$ cat src/rtl/input_pkg.sv
// input_pkg -- shared types and default timing for the push-button front end.
// Optional diagnostics are enabled by defining BTN_DEBOUNCE_DIAG_EN.
package input_pkg;

  // Per-button auto-repeat state
  typedef enum logic [1:0] {
    IDLE   = 2'd0,
    DAS    = 2'd1,
    REPEAT = 2'd2,
    HELD   = 2'd3
  } chan_state_t;

  // Button indices on the KEY bus
  localparam int BTN_LEFT   = 0;
  localparam int BTN_RIGHT  = 1;
  localparam int BTN_ROTATE = 2;
  localparam int BTN_DROP   = 3;

  // Default timing, in 100 Hz ticks
  localparam int         DEF_NUM_BTN      = 4;
  localparam int         DEF_STABLE_TICKS = 3;   // 30 ms
  localparam int         DEF_DAS_DELAY    = 20;  // 200 ms
  localparam int         DEF_ARR_PERIOD   = 5;   // 50 ms
  localparam logic [3:0] DEF_REPEAT_MASK  = 4'b0011;

  function automatic int max2(input int a, input int b);
    return (a > b) ? a : b;
  endfunction

endpackage

$ cat src/rtl/btn_channel.sv
// btn_channel -- one button: 2-flop synchronizer, tick-based debounce and
// delayed-auto-shift repeat FSM. With BTN_DEBOUNCE_DIAG_EN defined an extra
// 'glitch' output flags ticks where a partial bounce run was discarded.
module btn_channel
  import input_pkg::*;
#(
  parameter int STABLE_TICKS = DEF_STABLE_TICKS,
  parameter int DAS_DELAY    = DEF_DAS_DELAY,
  parameter int ARR_PERIOD   = DEF_ARR_PERIOD
) (
  input  logic CLOCK_50,
  input  logic reset,
  input  logic tick_input,
  input  logic repeat_en,
  input  logic btn_raw_n,
  output logic btn_level,
  output logic btn_press,
  output logic btn_move
`ifdef BTN_DEBOUNCE_DIAG_EN
  ,
  output logic glitch
`endif
);

  localparam int STAB_W = $clog2(STABLE_TICKS + 1);
  localparam int REP_W  = $clog2(max2(DAS_DELAY, ARR_PERIOD) + 1);

  logic              sync_meta_reg;
  logic              sync_reg;
  logic              sync;
  logic              level_reg;
  logic [STAB_W-1:0] stab_cnt_reg;
  logic              disagree;
  logic              stab_full;
  logic              level_rise;
  logic              level_fall;

  chan_state_t       state_reg, state_next;
  logic [REP_W-1:0]  rep_cnt_reg, rep_cnt_next;
  logic              press_reg, press_next;
  logic              move_reg, move_next;
  logic              das_done;
  logic              arr_done;

  // Two-flop synchronizer; resets to "released"
  always_ff @(posedge CLOCK_50) begin
    if (reset) begin
      sync_meta_reg <= 1'b1;
      sync_reg      <= 1'b1;
    end else begin
      sync_meta_reg <= btn_raw_n;
      sync_reg      <= sync_meta_reg;
    end
  end

  assign sync      = ~sync_reg;
  assign disagree  = (sync != level_reg);
  assign stab_full = (stab_cnt_reg == STAB_W'(STABLE_TICKS - 1));
  // The level flips on the tick that completes the disagreement run
  assign level_rise = tick_input && disagree && stab_full && !level_reg;
  assign level_fall = tick_input && disagree && stab_full &&  level_reg;

  // Debounce: count consecutive disagreeing ticks, flip level when the run is long enough
  always_ff @(posedge CLOCK_50) begin
    if (reset) begin
      level_reg    <= 1'b0;
      stab_cnt_reg <= '0;
    end else if (tick_input) begin
      if (disagree) begin
        if (stab_full) begin
          level_reg    <= ~level_reg;
          stab_cnt_reg <= '0;
        end else begin
          stab_cnt_reg <= stab_cnt_reg + 1'b1;
        end
      end else begin
        stab_cnt_reg <= '0;
      end
    end
  end

  assign das_done = (rep_cnt_reg == REP_W'(DAS_DELAY - 1));
  assign arr_done = (rep_cnt_reg == REP_W'(ARR_PERIOD - 1));

  // FSM state register; pulse outputs are registered alongside it
  always_ff @(posedge CLOCK_50) begin
    if (reset) begin
      state_reg   <= IDLE;
      rep_cnt_reg <= '0;
      press_reg   <= 1'b0;
      move_reg    <= 1'b0;
    end else begin
      state_reg   <= state_next;
      rep_cnt_reg <= rep_cnt_next;
      press_reg   <= press_next;
      move_reg    <= move_next;
    end
  end

  // FSM next state: a falling level always wins over a pending repeat
  always_comb begin
    state_next   = state_reg;
    rep_cnt_next = rep_cnt_reg;
    case (state_reg)
      IDLE: begin
        if (level_rise) begin
          state_next   = repeat_en ? DAS : HELD;
          rep_cnt_next = '0;
        end
      end
      DAS: begin
        if (level_fall) begin
          state_next   = IDLE;
          rep_cnt_next = '0;
        end else if (tick_input) begin
          if (das_done) begin
            state_next   = REPEAT;
            rep_cnt_next = '0;
          end else begin
            rep_cnt_next = rep_cnt_reg + 1'b1;
          end
        end
      end
      REPEAT: begin
        if (level_fall) begin
          state_next   = IDLE;
          rep_cnt_next = '0;
        end else if (tick_input) begin
          rep_cnt_next = arr_done ? '0 : rep_cnt_reg + 1'b1;
        end
      end
      HELD: begin
        if (level_fall) begin
          state_next   = IDLE;
          rep_cnt_next = '0;
        end
      end
      default: begin
        state_next   = IDLE;
        rep_cnt_next = '0;
      end
    endcase
  end

  // FSM outputs: press on the rise, move on the rise and on each repeat expiry
  always_comb begin
    press_next = (state_reg == IDLE) && level_rise;
    move_next  = press_next ||
                 (tick_input && !level_fall &&
                  (((state_reg == DAS) && das_done) ||
                   ((state_reg == REPEAT) && arr_done)));
  end

  assign btn_level = level_reg;
  assign btn_press = press_reg;
  assign btn_move  = move_reg;

`ifdef BTN_DEBOUNCE_DIAG_EN
  // A partial run thrown away on agreement is a rejected bounce
  assign glitch = tick_input && !disagree && (stab_cnt_reg != '0);
`endif

endmodule

$ cat src/rtl/btn_debounce_repeat.sv
// btn_debounce_repeat -- debounced levels, press strobes and DAS auto-repeat
// move strobes for the DE1-SoC KEY buttons. Define BTN_DEBOUNCE_DIAG_EN to add
// the saturating 16-bit glitch_cnt output counting rejected bounces.
module btn_debounce_repeat
  import input_pkg::*;
#(
  parameter int                 NUM_BTN      = DEF_NUM_BTN,
  parameter int                 STABLE_TICKS = DEF_STABLE_TICKS,
  parameter int                 DAS_DELAY    = DEF_DAS_DELAY,
  parameter int                 ARR_PERIOD   = DEF_ARR_PERIOD,
  parameter logic [NUM_BTN-1:0] REPEAT_MASK  = DEF_REPEAT_MASK
) (
  input  logic               CLOCK_50,
  input  logic               reset,
  input  logic               tick_input,
  input  logic [NUM_BTN-1:0] btn_raw_n,
  output logic [NUM_BTN-1:0] btn_level,
  output logic [NUM_BTN-1:0] btn_press,
  output logic [NUM_BTN-1:0] btn_move
`ifdef BTN_DEBOUNCE_DIAG_EN
  ,
  output logic [15:0]        glitch_cnt
`endif
);

`ifdef BTN_DEBOUNCE_DIAG_EN
  logic [NUM_BTN-1:0] glitch_vec;
  logic [15:0]        glitch_cnt_reg;
`endif

  for (genvar gi = 0; gi < NUM_BTN; gi++) begin : g_chan
    btn_channel #(
      .STABLE_TICKS (STABLE_TICKS),
      .DAS_DELAY    (DAS_DELAY),
      .ARR_PERIOD   (ARR_PERIOD)
    ) u_chan (
      .CLOCK_50   (CLOCK_50),
      .reset      (reset),
      .tick_input (tick_input),
      .repeat_en  (REPEAT_MASK[gi]),
      .btn_raw_n  (btn_raw_n[gi]),
      .btn_level  (btn_level[gi]),
      .btn_press  (btn_press[gi]),
      .btn_move   (btn_move[gi])
`ifdef BTN_DEBOUNCE_DIAG_EN
      ,
      .glitch     (glitch_vec[gi])
`endif
    );
  end

`ifdef BTN_DEBOUNCE_DIAG_EN
  // One count per tick with any rejected bounce, saturating at all-ones
  always_ff @(posedge CLOCK_50) begin
    if (reset) begin
      glitch_cnt_reg <= '0;
    end else if ((|glitch_vec) && (glitch_cnt_reg != 16'hFFFF)) begin
      glitch_cnt_reg <= glitch_cnt_reg + 16'd1;
    end
  end

  assign glitch_cnt = glitch_cnt_reg;
`endif

endmodule

$ cat config.mk
export PLATFORM = sky130hd
export DESIGN_NAME = btn_debounce_repeat
export DESIGN_NICKNAME = d
export VERILOG_FILES = /design/src/rtl/input_pkg.sv /design/src/rtl/btn_channel.sv /design/src/rtl/btn_debounce_repeat.sv
export SDC_FILE = /design/constraint.sdc
export NUM_CORES = 1
export LEC_CHECK = 0
export BUFFER_PORTS_ARGS = -buffer_cell sky130_fd_sc_hd__buf_2
export CAP_MARGIN = 0
export CORE_AREA = 2 2 79 81
export CTS_BUF_LIST = sky130_fd_sc_hd__clkbuf_8
export CTS_CLUSTER_DIAMETER = 40
export DETAILED_ROUTE_END_ITERATION = 6
export DIE_AREA = 0 0 81 83
export GPL_TIMING_DRIVEN = 1
export PLACE_DENSITY = 0.75
export SYNTH_ARGS = -nofsm -noshare
export SYNTH_HDL_FRONTEND = slang
export SYNTH_SLANG_ARGS = --single-unit
export TNS_END_PERCENT = 50
$ cat constraint.sdc
create_clock -name CLOCK_50 -period 2 [get_ports CLOCK_50]
set_input_delay 0.1 -clock CLOCK_50 [delete_from_list [all_inputs] [get_ports CLOCK_50]]
set_output_delay 0.1 -clock CLOCK_50 [all_outputs]
set_load 0.01 [all_outputs]
==> results of run 1 <==
[logic make-up after synthesis]
family / count (synthesis)
mux: 4
buf+inv: 54
simple gates: 146
fa+ha+maj: 24
compound gates: 92
flops: 56
[what timing repair did]
action | 4_1_cts | 5_1_grt
endpoints found under the hold margin | 4 | 0
pin swaps | 0 | 5
endpoints found under the setup margin | 1 | 9
buffers inserted | 0 | 0
hold buffers | 4 | 0
resized for setup | 1 | 8
[power breakdown]
part           switching [mW]  internal [mW]
Sequential             0.0225           1.14
Combinational           0.238          0.149
Clock                   0.365          0.442
Total                   0.626           1.73
[path summary, 6_finish.rpt]
kind                                                              startpoint  cells after the start                                       endpoint  slack, ns
worst max-delay path            g_chan[0].u_chan.rep_cnt_reg[0]$_SDFFE_PP0P_                      7   g_chan[0].u_chan.rep_cnt_reg[4]$_SDFFE_PP0P_       0.09
worst min-delay path                                              tick_input                      3  g_chan[3].u_chan.stab_cnt_reg[0]$_SDFFE_PP0P_       0.19
worst max register to register  g_chan[0].u_chan.rep_cnt_reg[0]$_SDFFE_PP0P_                      7   g_chan[0].u_chan.rep_cnt_reg[4]$_SDFFE_PP0P_       0.09
worst min register to register     g_chan[3].u_chan.sync_meta_reg$_SDFF_PP1_                      1           g_chan[3].u_chan.sync_reg$_SDFF_PP1_       0.42
[synth_stat cells, types with 7 or more instances]
cell                       count
sky130_fd_sc_hd__buf_4        12
sky130_fd_sc_hd__clkbuf_1      8
sky130_fd_sc_hd__a21oi_1      39
sky130_fd_sc_hd__or2_2        19
sky130_fd_sc_hd__nor2_1       19
sky130_fd_sc_hd__nand3b_1      9
sky130_fd_sc_hd__nand2_1      36
sky130_fd_sc_hd__dfxtp_1      56
sky130_fd_sc_hd__nand3_1      16
sky130_fd_sc_hd__nor3_1       13
sky130_fd_sc_hd__ha_1         24
sky130_fd_sc_hd__o21ai_1       7
sky130_fd_sc_hd__inv_1        32
[area by class of cell]
type | instances | area [sq um] | area share
clock inverters | 1 | 30.0 | 0.00861
inverters | 33 | 124 | 0.0355
flip-flops and latches | 56 | 1130 | 0.323
well taps | 75 | 93.8 | 0.0269
repair buffers | 35 | 228 | 0.0653
multi-input cells | 266 | 1790 | 0.513
clock buffers | 7 | 96.3 | 0.0276
[routing by layer]
| metal | vias to the layer above | GRT usage | share of wire |
|---|---|---|---|
| li1 | 1369 | - | - |
| met2 | 48 | 0.353 | 0.51 |
| met1 | 1268 | 0.232 | 0.45 |
| met5 | - | 0 | 0 |
| met4 | 0 | 0.0647 | 0.014 |
| met3 | 7 | 0.0304 | 0.028 |
[worst min-delay path, cell delays in order]
cell                       delay (ns)
sky130_fd_sc_hd__buf_2           0.19
sky130_fd_sc_hd__nand3b_1        0.12
sky130_fd_sc_hd__a21oi_1         0.05
==> summary.txt, run 1 <==
Route
  • Violation count after the first detailed-routing iteration: 70
  • Via count normalized by instance count: 5.69
  • Residual DRC count: 0
  • Total Wirelength: 6410 um
  • Total via count in the routed design: 2692
  • WL per Instance: 13.5 um
  • Initial DRT Pass Iterations: 4
  • ANT nets after route: 0

STA
  • Setup ws final: 0.0897 ns
  • Min Hold Slack: 0.194 ns
  • Final count of negative-setup-slack endpoints: 0
  • Final hold viol count: 0
  • Tcrit/Tclk final: 0.955
  • Normalized max-slew margin: 0.673
  • Timing-limited maximum frequency: 523 MHz
  • Maximum clock skew at final layout: 0.00490 ns
  • RSZ-0062 raised after global routing: true
  • Max-slew violations: 0
  • Final period demand of the worst path: 1.91 ns
  • Worst-Margin Slew: 0.491 ns
  • Total Neg Setup Slack: 0 ns

Finish
  • Most common cell after layout, fill and taps aside: sky130_fd_sc_hd__dfxtp_1
  • Number of antenna cells inserted: 0
  • Final standard cell utilization of the core: 0.599
  • Area added between synthesis and finish: 10.9%
  • Final instance count without filler cells: 473
  • Number of flip-flops under the largest register name: 20
  • Commonest cells after routing, fill and taps aside: 54 x sky130_fd_sc_hd__dfxtp_1, 39 x sky130_fd_sc_hd__a21oi_1, 36 x sky130_fd_sc_hd__nand2_1
  • Final design area excluding fillers: 3490 sq um
  • Fraction of layout cells with a size suffix above 1: 0.191
  • Layout Nets: 428
  • Number of filler instances in the final layout: 524

Synth
  • Net count of the mapped netlist: 407
  • Yosys Warn Count: 0
  • Sequential fraction of the synthesis area: 0.357
  • Portion of synthesized cell area occupied by the leading cell type: 0.357
  • Dominant cells by area after synthesis: sky130_fd_sc_hd__dfxtp_1 36%, sky130_fd_sc_hd__ha_1 9.6%, sky130_fd_sc_hd__a21oi_1 6.2%, sky130_fd_sc_hd__nand2_1 4.3%, sky130_fd_sc_hd__inv_1 3.8%
  • Main combinational cell family by area after synthesis: simple AND/OR/NAND/NOR gates
  • Simple logic cell fraction of the synthesized area: 0.261
  • Post-synthesis instance area: 3140 sq um
  • Fraction of registers with async set or reset after synthesis: 0
  • Number of distinct standard cells referenced by the synthesized netlist: 54
  • Fraction of synthesized cell area in xor and xnor cells: 0
  • Fraction of the mapped netlist area in compound gates: 0.195
  • Instance count of the mapped netlist: 376
  • Synthesized area divided by synthesized cell count: 8.36 sq um
  • Top_reg_cell synth: sky130_fd_sc_hd__dfxtp_1
  • Largest area contributor in the synthesized netlist: sky130_fd_sc_hd__dfxtp_1
  • Flip-flop and latch count after synthesis: 56
  • Number of synthesized flops with an enable pin: 0
  • Arithmetic-cell share of the synthesized area counting full adders, half adders and majority gates: 0.0955
  • Multiplexer share of the synthesized area: 0.0127

Worst setup path
  • Cell type group with the largest total delay on the critical path: simple AND/OR/NAND/NOR gates
  • Critical path capture point type: flop
  • Slowest-stage cell, CP: sky130_fd_sc_hd__or4_1
  • Crit path arrival time: 2.16 ns
  • Kind of critical path: flop to flop
  • Highest net fanout along the worst path: 6
  • Crit path buf inv count: 1
  • Required @ worst endpoint: 2.25 ns
  • Max incr delay on CP: 0.46 ns
  • CP startpoint kind: flop
  • Cell chain of the critical path: inv_2 -> ha_1 -> and4bb_2 -> o22a_1 -> or2_4 -> or4_1 -> a21oi_1

Placed design
  • HPWL after detailed placement: 4570 um
  • Number of placed cells counting well taps: 461
  • Placement-stage cell area: 3300 sq um
  • Buffers added on ports: 18
  • Worst Setup Slack post-DPL: 0.0107 ns
  • Final estimated routing congestion in global placement: 0.831

Clock tree
  • Clock tree buffer depth: 2
  • Count of clock tree sinks: 56
  • Number of clock buffers inserted by TritonCTS: 5
  • Clock slew at reported path FFs: 0.10 ns
  • Clock tree from TritonCTS: done
  • H-tree depth: 2
  • Clock latency of the later-clocked register in the worst-skew pair: 0.31 ns
  • Clock tree root driver cell: sky130_fd_sc_hd__clkbuf_8

Floorplanning
  • Die Width: 81 um
  • Rows: 28
  • Area inside the core boundary: 5820 sq um
  • Die area: 6720 sq um
  • Initial Utilization: 0.541
  • Ports placed on the boundary: 19
  • Die Y: 83 um

GRT
  • Via count of the first global-routing pass: 2506
  • Final global-route overflow total: 0
  • Largest net degree at the start of global routing: 46
  • First-pass GRT wire length: 10700 um
  • Initial antenna violation count: 0
  • All-Layer GR Usage: 0.196

Power and ir drop
  • Pleak: 1.29 nW
  • Power density relative to cell area: 677 nW/um^2
  • Max rail drop VDD: 508 uV
  • Total power draw: 2.36 mW

Run
  • Max_cap viols: 0

Run status
  • Run status: finished, final reports clean

Min path
  • Min-delay worst type: input pin to flop
No activity file was read; power rests on OpenSTA's default activity.
==> inputs of run 2 (changes only) <==
--- a/config.mk
+++ b/config.mk
@@ -7,13 +7,14 @@
 export LEC_CHECK = 0
 export BUFFER_PORTS_ARGS = -buffer_cell sky130_fd_sc_hd__buf_2
 export CAP_MARGIN = 0
-export CORE_AREA = 2 2 79 81
+export CORE_AREA = 2 2 57 112
 export CTS_BUF_LIST = sky130_fd_sc_hd__clkbuf_8
 export CTS_CLUSTER_DIAMETER = 40
+export CTS_CLUSTER_SIZE = 28
 export DETAILED_ROUTE_END_ITERATION = 6
-export DIE_AREA = 0 0 81 83
+export DIE_AREA = 0 0 59 114
 export GPL_TIMING_DRIVEN = 1
-export PLACE_DENSITY = 0.75
+export PLACE_DENSITY = 0.74
 export SYNTH_ARGS = -nofsm -noshare
 export SYNTH_HDL_FRONTEND = slang
 export SYNTH_SLANG_ARGS = --single-unit
==> run 2 against run 1 <==
Combinational power about the same. Utilization down 1.5 points. Register-to-register slack worse by 0.04 ns. Clock power fell by 22%. Clock skew decreased by 0.00086 ns. Wire length grew 2.8%. Power shrank 7.6%. Sequential power is essentially flat. Largest power group unchanged. Largest cell class unchanged.
==> summary.txt, run 2 (synthesis gave the netlist of run 1 again) <==
Power and ir drop
  • Sequential fraction of design power: 0.535 (+0.041)
  • Switching pwr: 0.615 mW (-1.8%)
  • Share of total power in combinational logic: 0.176 (+0.012)
  • Power density relative to cell area: 632 nW/um^2 (-6.7%)
  • Internal Dissipation: 1.57 mW (-9.7%)
  • Switching power share of the total: 0.282 (+0.0167)
  • Clock power share: 0.288 (-0.054)
  • Pleak: 1.28 nW (-1.0%)
  • Max rail drop VDD: 448 uV (-12%)

Clock tree
  • Clock tree root driver cell: sky130_fd_sc_hd__clkbuf_8
  • Clock tree buffer depth: 2 (unchanged)
  • Count of clock tree sinks: 56 (unchanged)
  • H-tree depth: 2 (unchanged)
  • Clock tree from TritonCTS: done
  • Number of clock buffers inserted by TritonCTS: 5 (unchanged)
  • Clock latency of the later-clocked register in the worst-skew pair: 0.31 ns (about the same)
  • Clock slew at reported path FFs: 0.09 ns (about the same)

Worst setup path
  • Depth of the worst register-to-register path: 7 (unchanged)
  • CP startpoint kind: flop
  • Kind of critical path: flop to flop
  • Critical path capture point type: flop
  • Crit path arrival time: 2.19 ns (+0.03 ns)
  • Highest net fanout along the worst path: 6 (unchanged)
  • Required @ worst endpoint: 2.24 ns (about the same)

STA
  • Final count of negative-setup-slack endpoints: 0 (unchanged)
  • Tcrit/Tclk final: 0.973 (+0.0183)
  • Final hold viol count: 0 (unchanged)
  • Timing-limited maximum frequency: 514 MHz (-1.9%)
  • Worst-Margin Slew: 0.524 ns (+0.0331 ns)
  • Min Hold Slack: 0.194 ns (-0.000353 ns)
  • Normalized max-slew margin: 0.650 (-0.0224)
  • Final period demand of the worst path: 1.95 ns (+0.0366 ns)
  • Max-slew violations: 0 (unchanged)
  • Setup ws final: 0.0531 ns (-0.0366 ns)
  • Maximum clock skew at final layout: 0.00404 ns (-0.000864 ns)

Route
  • ANT nets after route: 0 (unchanged)
  • Total via count in the routed design: 2748 (+2.1%)
  • Residual DRC count: 0 (unchanged)
  • Violation count after the first detailed-routing iteration: 184 (+160%)
  • Initial DRT Pass Iterations: 7 (+3)
  • Total Wirelength: 6590 um (+2.8%)
  • Via count normalized by instance count: 5.97 (+5.0%)
  • WL per Instance: 14.3 um (+5.7%)

Finish
  • Number of filler instances in the final layout: 537 (+2.5%)
  • Number of flip-flops under the largest register name: 20 (unchanged)
  • Final instance count without filler cells: 460 (-2.7%)
  • Multi-input combinational cell area: 1810 sq um (+1.3%)
  • Most common cell after layout, fill and taps aside: sky130_fd_sc_hd__dfxtp_1
  • Fraction of layout cells with a size suffix above 1: 0.196 (+0.00552)
  • Commonest cells after routing, fill and taps aside: 52 x sky130_fd_sc_hd__dfxtp_1, 38 x sky130_fd_sc_hd__a21oi_1, 36 x sky130_fd_sc_hd__nand2_1
  • Layout Nets: 427 (-0.23%)
  • Register area: 1130 sq um (unchanged)
  • Final standard cell utilization of the core: 0.584 (-0.0151)
  • Number of antenna cells inserted: 0 (unchanged)
  • Area added between synthesis and finish: 9.75%

Floorplanning
  • Area inside the core boundary: 5910 sq um (+1.5%)
  • Rows: 40 (+43%)
  • Die area: 6730 sq um (about the same)
  • Initial Utilization: 0.532 (-0.00825)
  • Die Y: 114 um (+37%)
  • Ports placed on the boundary: 19 (unchanged)
  • Die Width: 59 um (-27%)

Placed design
  • Worst Setup Slack post-DPL: 0.0273 ns (+0.0166 ns)
  • Number of placed cells counting well taps: 447 (-3.0%)
  • HPWL after detailed placement: 4480 um (-1.8%)
  • Buffers added on ports: 18 (unchanged)
  • Final estimated routing congestion in global placement: 0.896 (+7.8%)

GRT
  • Global routing usage on met3: 0.0238 (-0.00663)
  • Met2 layer usage reported by global route: 0.327 (-0.0257)
  • Met1 track demand over resource: 0.237 (+0.00430)
  • Via count of the first global-routing pass: 2589 (+3.3%)
  • First-pass GRT wire length: 10700 um (+0.19%)
  • Final global-route overflow total: 0 (unchanged)
  • Largest net degree at the start of global routing: 46 (unchanged)
  • GR peak layer: met2
  • Initial antenna violation count: 0 (unchanged)
  • All-Layer GR Usage: 0.199 (+0.00302)

Run
  • Max_cap viols: 0 (unchanged)

Run status
  • Run status: finished, final reports clean

Min path
  • Min-delay worst type: input pin to flop
  • Hold path depth: 3 (unchanged)
-- run 2: what timing repair did --
item	4_1_cts	5_1_grt
setup endpoints to repair	0	5
gates resized for setup	0	14
hold buffers	4	0
setup buffers	0	1
hold endpoints to repair	4	0
-- run 2: layer usage --
metal / vias to the layer above / routed length [um]
li1: 1366 / -
met1: 1306 / 2840
met2: 66 / 3380
met3: 10 / 224
met4: 0 / 140
met5: - / 0
-- run 2: worst paths after layout --
check / slack, ns / startpoint / endpoint
min: 0.19 / tick_input / g_chan[3].u_chan.stab_cnt_reg[1]$_SDFFE_PP0P_
min reg2reg: 0.42 / g_chan[3].u_chan.sync_meta_reg$_SDFF_PP1_ / g_chan[3].u_chan.sync_reg$_SDFF_PP1_
max reg2reg: 0.05 / g_chan[0].u_chan.rep_cnt_reg[0]$_SDFFE_PP0P_ / g_chan[0].u_chan.rep_cnt_reg[4]$_SDFFE_PP0P_
max: 0.05 / g_chan[0].u_chan.rep_cnt_reg[0]$_SDFFE_PP0P_ / g_chan[0].u_chan.rep_cnt_reg[4]$_SDFFE_PP0P_
-- run 2: per-stage QoR --
stage / power (mW) / TNS [ns] / cell area [sq um]
floorplan: 1.48 / 0 / 3140
global placement: 1.54 / 0 / 3270
detailed placement: 1.56 / 0 / 3270
CTS: 2.20 / 0 / 3400
global route: 2.28 / -0.103 / 3450
finish: 2.18 / 0 / 3450
-- run 2: area by class of cell --
cell class,count,share of cell area
clock buffer,6,0.0239
clock inverter,2,0.00218
inverter,33,0.0359
multi-input combinational,266,0.525
sequential,56,0.326
tap,63,0.0228
timing repair buffer,34,0.0638
-- run 2: critical path, stage by stage, from the launching register on --
cell                       delay [ns]
sky130_fd_sc_hd__dfxtp_2         0.37
sky130_fd_sc_hd__inv_2           0.04
sky130_fd_sc_hd__ha_1            0.18
sky130_fd_sc_hd__and4bb_2        0.23
sky130_fd_sc_hd__o22a_1          0.18
sky130_fd_sc_hd__or2_4           0.26
sky130_fd_sc_hd__or4_1           0.48
sky130_fd_sc_hd__a21oi_1         0.14
-- run 2: power by group through the flow --
stage | combinational, mW | clock (mW) | sequential [mW]
floorplan | 0.288 | 0 | 1.19
global placement | 0.352 | 0 | 1.19
detailed placement | 0.370 | 0 | 1.19
CTS | 0.378 | 0.650 | 1.17
global route | 0.427 | 0.684 | 1.17
finish | 0.385 | 0.629 | 1.17
==> inputs of run 3 (changes only) <==
--- a/config.mk
+++ b/config.mk
@@ -7,14 +7,12 @@
 export LEC_CHECK = 0
 export BUFFER_PORTS_ARGS = -buffer_cell sky130_fd_sc_hd__buf_2
 export CAP_MARGIN = 0
-export CORE_AREA = 2 2 57 112
+export CORE_AREA = 2 2 66 131
 export CTS_BUF_LIST = sky130_fd_sc_hd__clkbuf_8
 export CTS_CLUSTER_DIAMETER = 40
 export CTS_CLUSTER_SIZE = 28
 export DETAILED_ROUTE_END_ITERATION = 6
-export DIE_AREA = 0 0 59 114
-export GPL_TIMING_DRIVEN = 1
-export PLACE_DENSITY = 0.74
+export DIE_AREA = 0 0 68 133
 export SYNTH_ARGS = -nofsm -noshare
 export SYNTH_HDL_FRONTEND = slang
 export SYNTH_SLANG_ARGS = --single-unit
==> run 3 against run 2 <==
Die area increased by 34%. Utilization down 15 points. Worst setup slack improved by 0.016 ns. Critical endpoint is now g_chan[0].u_chan.rep_cnt_reg[3]$_SDFFE_PP0P_. Via count shrank 6.7%.
==> summary.txt, run 3 (synthesis gave the netlist of run 1 again) <==
STA
  • Maximum clock skew at final layout: 0.0175 ns (+0.0135 ns)
  • Normalized max-slew margin: 0.667 (+0.0166)
  • Timing-limited maximum frequency: 518 MHz (+0.81%)
  • Total Neg Setup Slack: 0 ns (unchanged)
  • Final count of negative-setup-slack endpoints: 0 (unchanged)
  • Worst-Margin Slew: 0.500 ns (-0.0244 ns)
  • Final period demand of the worst path: 1.93 ns (-0.0157 ns)
  • Max-slew violations: 0 (unchanged)
  • Min Hold Slack: 0.122 ns (-0.0717 ns)
  • Final hold viol count: 0 (unchanged)
  • Tcrit/Tclk final: 0.966 (-0.00783)
  • RSZ-0062 raised after global routing: true

Run status
  • Run status: finished, final reports clean

Floorplanning
  • Rows: 47 (+18%)
  • Die Width: 68 um (+15%)
  • Ports placed on the boundary: 19 (unchanged)
  • Die area: 9040 sq um (+34%)
  • Die Y: 133 um (+17%)
  • Area inside the core boundary: 8120 sq um (+37%)
  • Initial Utilization: 0.387 (-0.145)

GRT
  • All-Layer GR Usage: 0.149 (-0.0506)
  • Initial antenna violation count: 0 (unchanged)
  • Largest net degree at the start of global routing: 31 (-33%)
  • First-pass GRT wire length: 10600 um (-1.2%)
  • Final global-route overflow total: 0 (unchanged)
  • Via count of the first global-routing pass: 2370 (-8.5%)

Route
  • WL per Instance: 12.5 um (-13%)
  • Residual DRC count: 0 (unchanged)
  • Met1 layer wirelength in the final routing: 3070 um (+8.2%)
  • Detailed route wirelength on metal3: 120 um (-46%)
  • Met2 WL: 2870 um (-15%)
  • ANT nets after route: 0 (unchanged)
  • Total via count in the routed design: 2565 (-6.7%)
  • Initial DRT Pass Iterations: 4 (-3)
  • Via count normalized by instance count: 5.18 (-13%)
  • Total Wirelength: 6180 um (-6.2%)
  • Uppermost layer routed: met4
  • Violation count after the first detailed-routing iteration: 142 (-23%)

Placed design
  • Final estimated routing congestion in global placement: 0.799 (-11%)
  • HPWL after detailed placement: 4360 um (-2.7%)
  • Buffers added on ports: 18 (unchanged)

Min path
  • Worst Hold Endpoint: g_chan[0].u_chan.stab_cnt_reg[1]$_SDFFE_PP0P_
  • Hold_sp: tick_input
  • Min-delay worst type: input pin to flop
  • Hold path depth: 3 (unchanged)

Power and ir drop
  • Sequential fraction of design power: 0.516 (-0.019)
  • Power density relative to cell area: 645 nW/um^2 (+2.0%)
  • Switching pwr: 0.611 mW (-0.62%)
  • Max rail drop VDD: 556 uV (+24%)
  • Share of total power in combinational logic: 0.165 (-0.011)
  • Switching power share of the total: 0.270 (-0.0120)
  • Clock power share: 0.319 (+0.031)
  • Internal Dissipation: 1.65 mW (+5.5%)
  • Pleak: 1.29 nW (+0.48%)

Clock tree
  • Number of clock buffers inserted by TritonCTS: 5 (unchanged)
  • Clock tree root driver cell: sky130_fd_sc_hd__clkbuf_8
  • Clock slew at reported path FFs: 0.09 ns (about the same)
  • Clock tree from TritonCTS: done
  • H-tree depth: 2 (unchanged)
  • Clock tree buffer depth: 2 (unchanged)
  • Clock latency of the later-clocked register in the worst-skew pair: 0.32 ns (about the same)
  • Count of clock tree sinks: 56 (unchanged)

Run
  • Max_cap viols: 0 (unchanged)

Finish
  • Fraction of layout cells with a size suffix above 1: 0.199 (+0.00252)
  • Layout Nets: 429 (+0.47%)
  • Most common cell after layout, fill and taps aside: sky130_fd_sc_hd__dfxtp_1
  • Final standard cell utilization of the core: 0.433 (-0.152)
  • Number of flip-flops under the largest register name: 20 (unchanged)
  • Area added between synthesis and finish: 11.7%
  • Number of filler instances in the final layout: 817 (+52%)
  • Number of antenna cells inserted: 0 (unchanged)
  • Commonest cells after routing, fill and taps aside: 53 x sky130_fd_sc_hd__dfxtp_1, 38 x sky130_fd_sc_hd__a21oi_1, 36 x sky130_fd_sc_hd__nand2_1

Worst setup path
  • Depth of the worst register-to-register path: 7 (unchanged)
  • Critical path capture point type: flop
  • CP startpoint kind: flop
  • Slowest-stage cell, CP: sky130_fd_sc_hd__or4_4
  • Max incr delay on CP: 0.48 ns (about the same)
  • Kind of critical path: flop to flop
  • Required @ worst endpoint: 2.25 ns (about the same)
  • Cell chain of the critical path: inv_2 -> ha_1 -> and4bb_2 -> o22a_1 -> or2_4 -> or4_4 -> a21oi_2
  • Crit path arrival time: 2.18 ns (about the same)
  • Worst reg2reg endpoint: g_chan[0].u_chan.rep_cnt_reg[3]$_SDFFE_PP0P_
  • Critical register-to-register path startpoint: g_chan[0].u_chan.rep_cnt_reg[0]$_SDFFE_PP0P_
  • Setup slack, reg-to-reg: 0.07 ns (+0.02 ns)
  • Highest net fanout along the worst path: 6 (unchanged)
## run 3: power by group through the flow
stage	Sequential [mW]	Clock, mW	Combinational (mW)
floorplan	1.19	0	0.288
global placement	1.19	0	0.369
detailed placement	1.19	0	0.368
CTS	1.17	0.762	0.376
global route	1.17	0.786	0.426
finish	1.17	0.721	0.375
## run 3: through the flow
step	total power, mW	area [sq um]	cells	worst slack [ns]
6_report	2.26	3510	495	0.0688
5_1_grt	2.38	3510	495	-0.0150
3_5_place_dp	1.56	3330	484	0.0292
4_1_cts	2.31	3470	494	0.000783
2_1_floorplan	1.48	3140	376	0.133
3_3_place_gp	1.56	3330	484	0.0705
## run 3: area by class of cell
cell class | count | area [sq um] | area share
Clock buffer | 5 | 68.8 | 0.0196
Inverter | 33 | 124 | 0.0353
Tap cell | 98 | 123 | 0.0349
Multi-Input combinational cell | 266 | 1810 | 0.514
Sequential cell | 56 | 1120 | 0.320
Clock inverter | 1 | 30.0 | 0.00855
Timing Repair Buffer | 36 | 235 | 0.0670
## run 3: worst max path at each step
| stage | depth (start not counted) | startpoint | endpoint | slack [ns] |
|---|---|---|---|---|
| 3_3_place_gp | 7 | g_chan[0].u_chan.rep_cnt_reg[0]$_SDFFE_PP0P_ | g_chan[0].u_chan.rep_cnt_reg[4]$_SDFFE_PP0P_ | 0.07 |
| 4_1_cts | 7 | g_chan[0].u_chan.rep_cnt_reg[0]$_SDFFE_PP0P_ | g_chan[0].u_chan.rep_cnt_reg[4]$_SDFFE_PP0P_ | 0.0008 |
| 5_1_grt | 7 | g_chan[3].u_chan.rep_cnt_reg[0]$_SDFFE_PP0P_ | g_chan[3].u_chan.rep_cnt_reg[1]$_SDFFE_PP0P_ | -0.02 |
| 6_report | 7 | g_chan[0].u_chan.rep_cnt_reg[0]$_SDFFE_PP0P_ | g_chan[0].u_chan.rep_cnt_reg[3]$_SDFFE_PP0P_ | 0.07 |
| 2_1_floorplan | 7 | g_chan[0].u_chan.rep_cnt_reg[0]$_SDFFE_PP0P_ | g_chan[0].u_chan.rep_cnt_reg[3]$_SDFFE_PP0P_ | 0.13 |
| 3_5_place_dp | 7 | g_chan[0].u_chan.rep_cnt_reg[0]$_SDFFE_PP0P_ | g_chan[0].u_chan.rep_cnt_reg[4]$_SDFFE_PP0P_ | 0.03 |
## run 3: what timing repair did
| item | CTS | global route |
|---|---|---|
| endpoints found under the hold margin | 4 | 0 |
| gates resized for setup | 0 | 12 |
| hold buffers | 4 | 0 |
| setup endpoints to repair | 0 | 6 |
| setup buffers | 0 | 1 |
## run 3: critical path: cells and delay by family, from the launching register on
kind	cells	cell delay (ns)
flops	1	0.38
buf+inv	1	0.04
fa+ha+maj	1	0.18
simple gates	3	0.98
compound gates	2	0.30
## run 3: routing by layer
layer,vias up,track usage
met2,26,0.230
met4,0,0.0567
li1,1361,-
met5,-,0
met1,1172,0.201
met3,6,0.0281
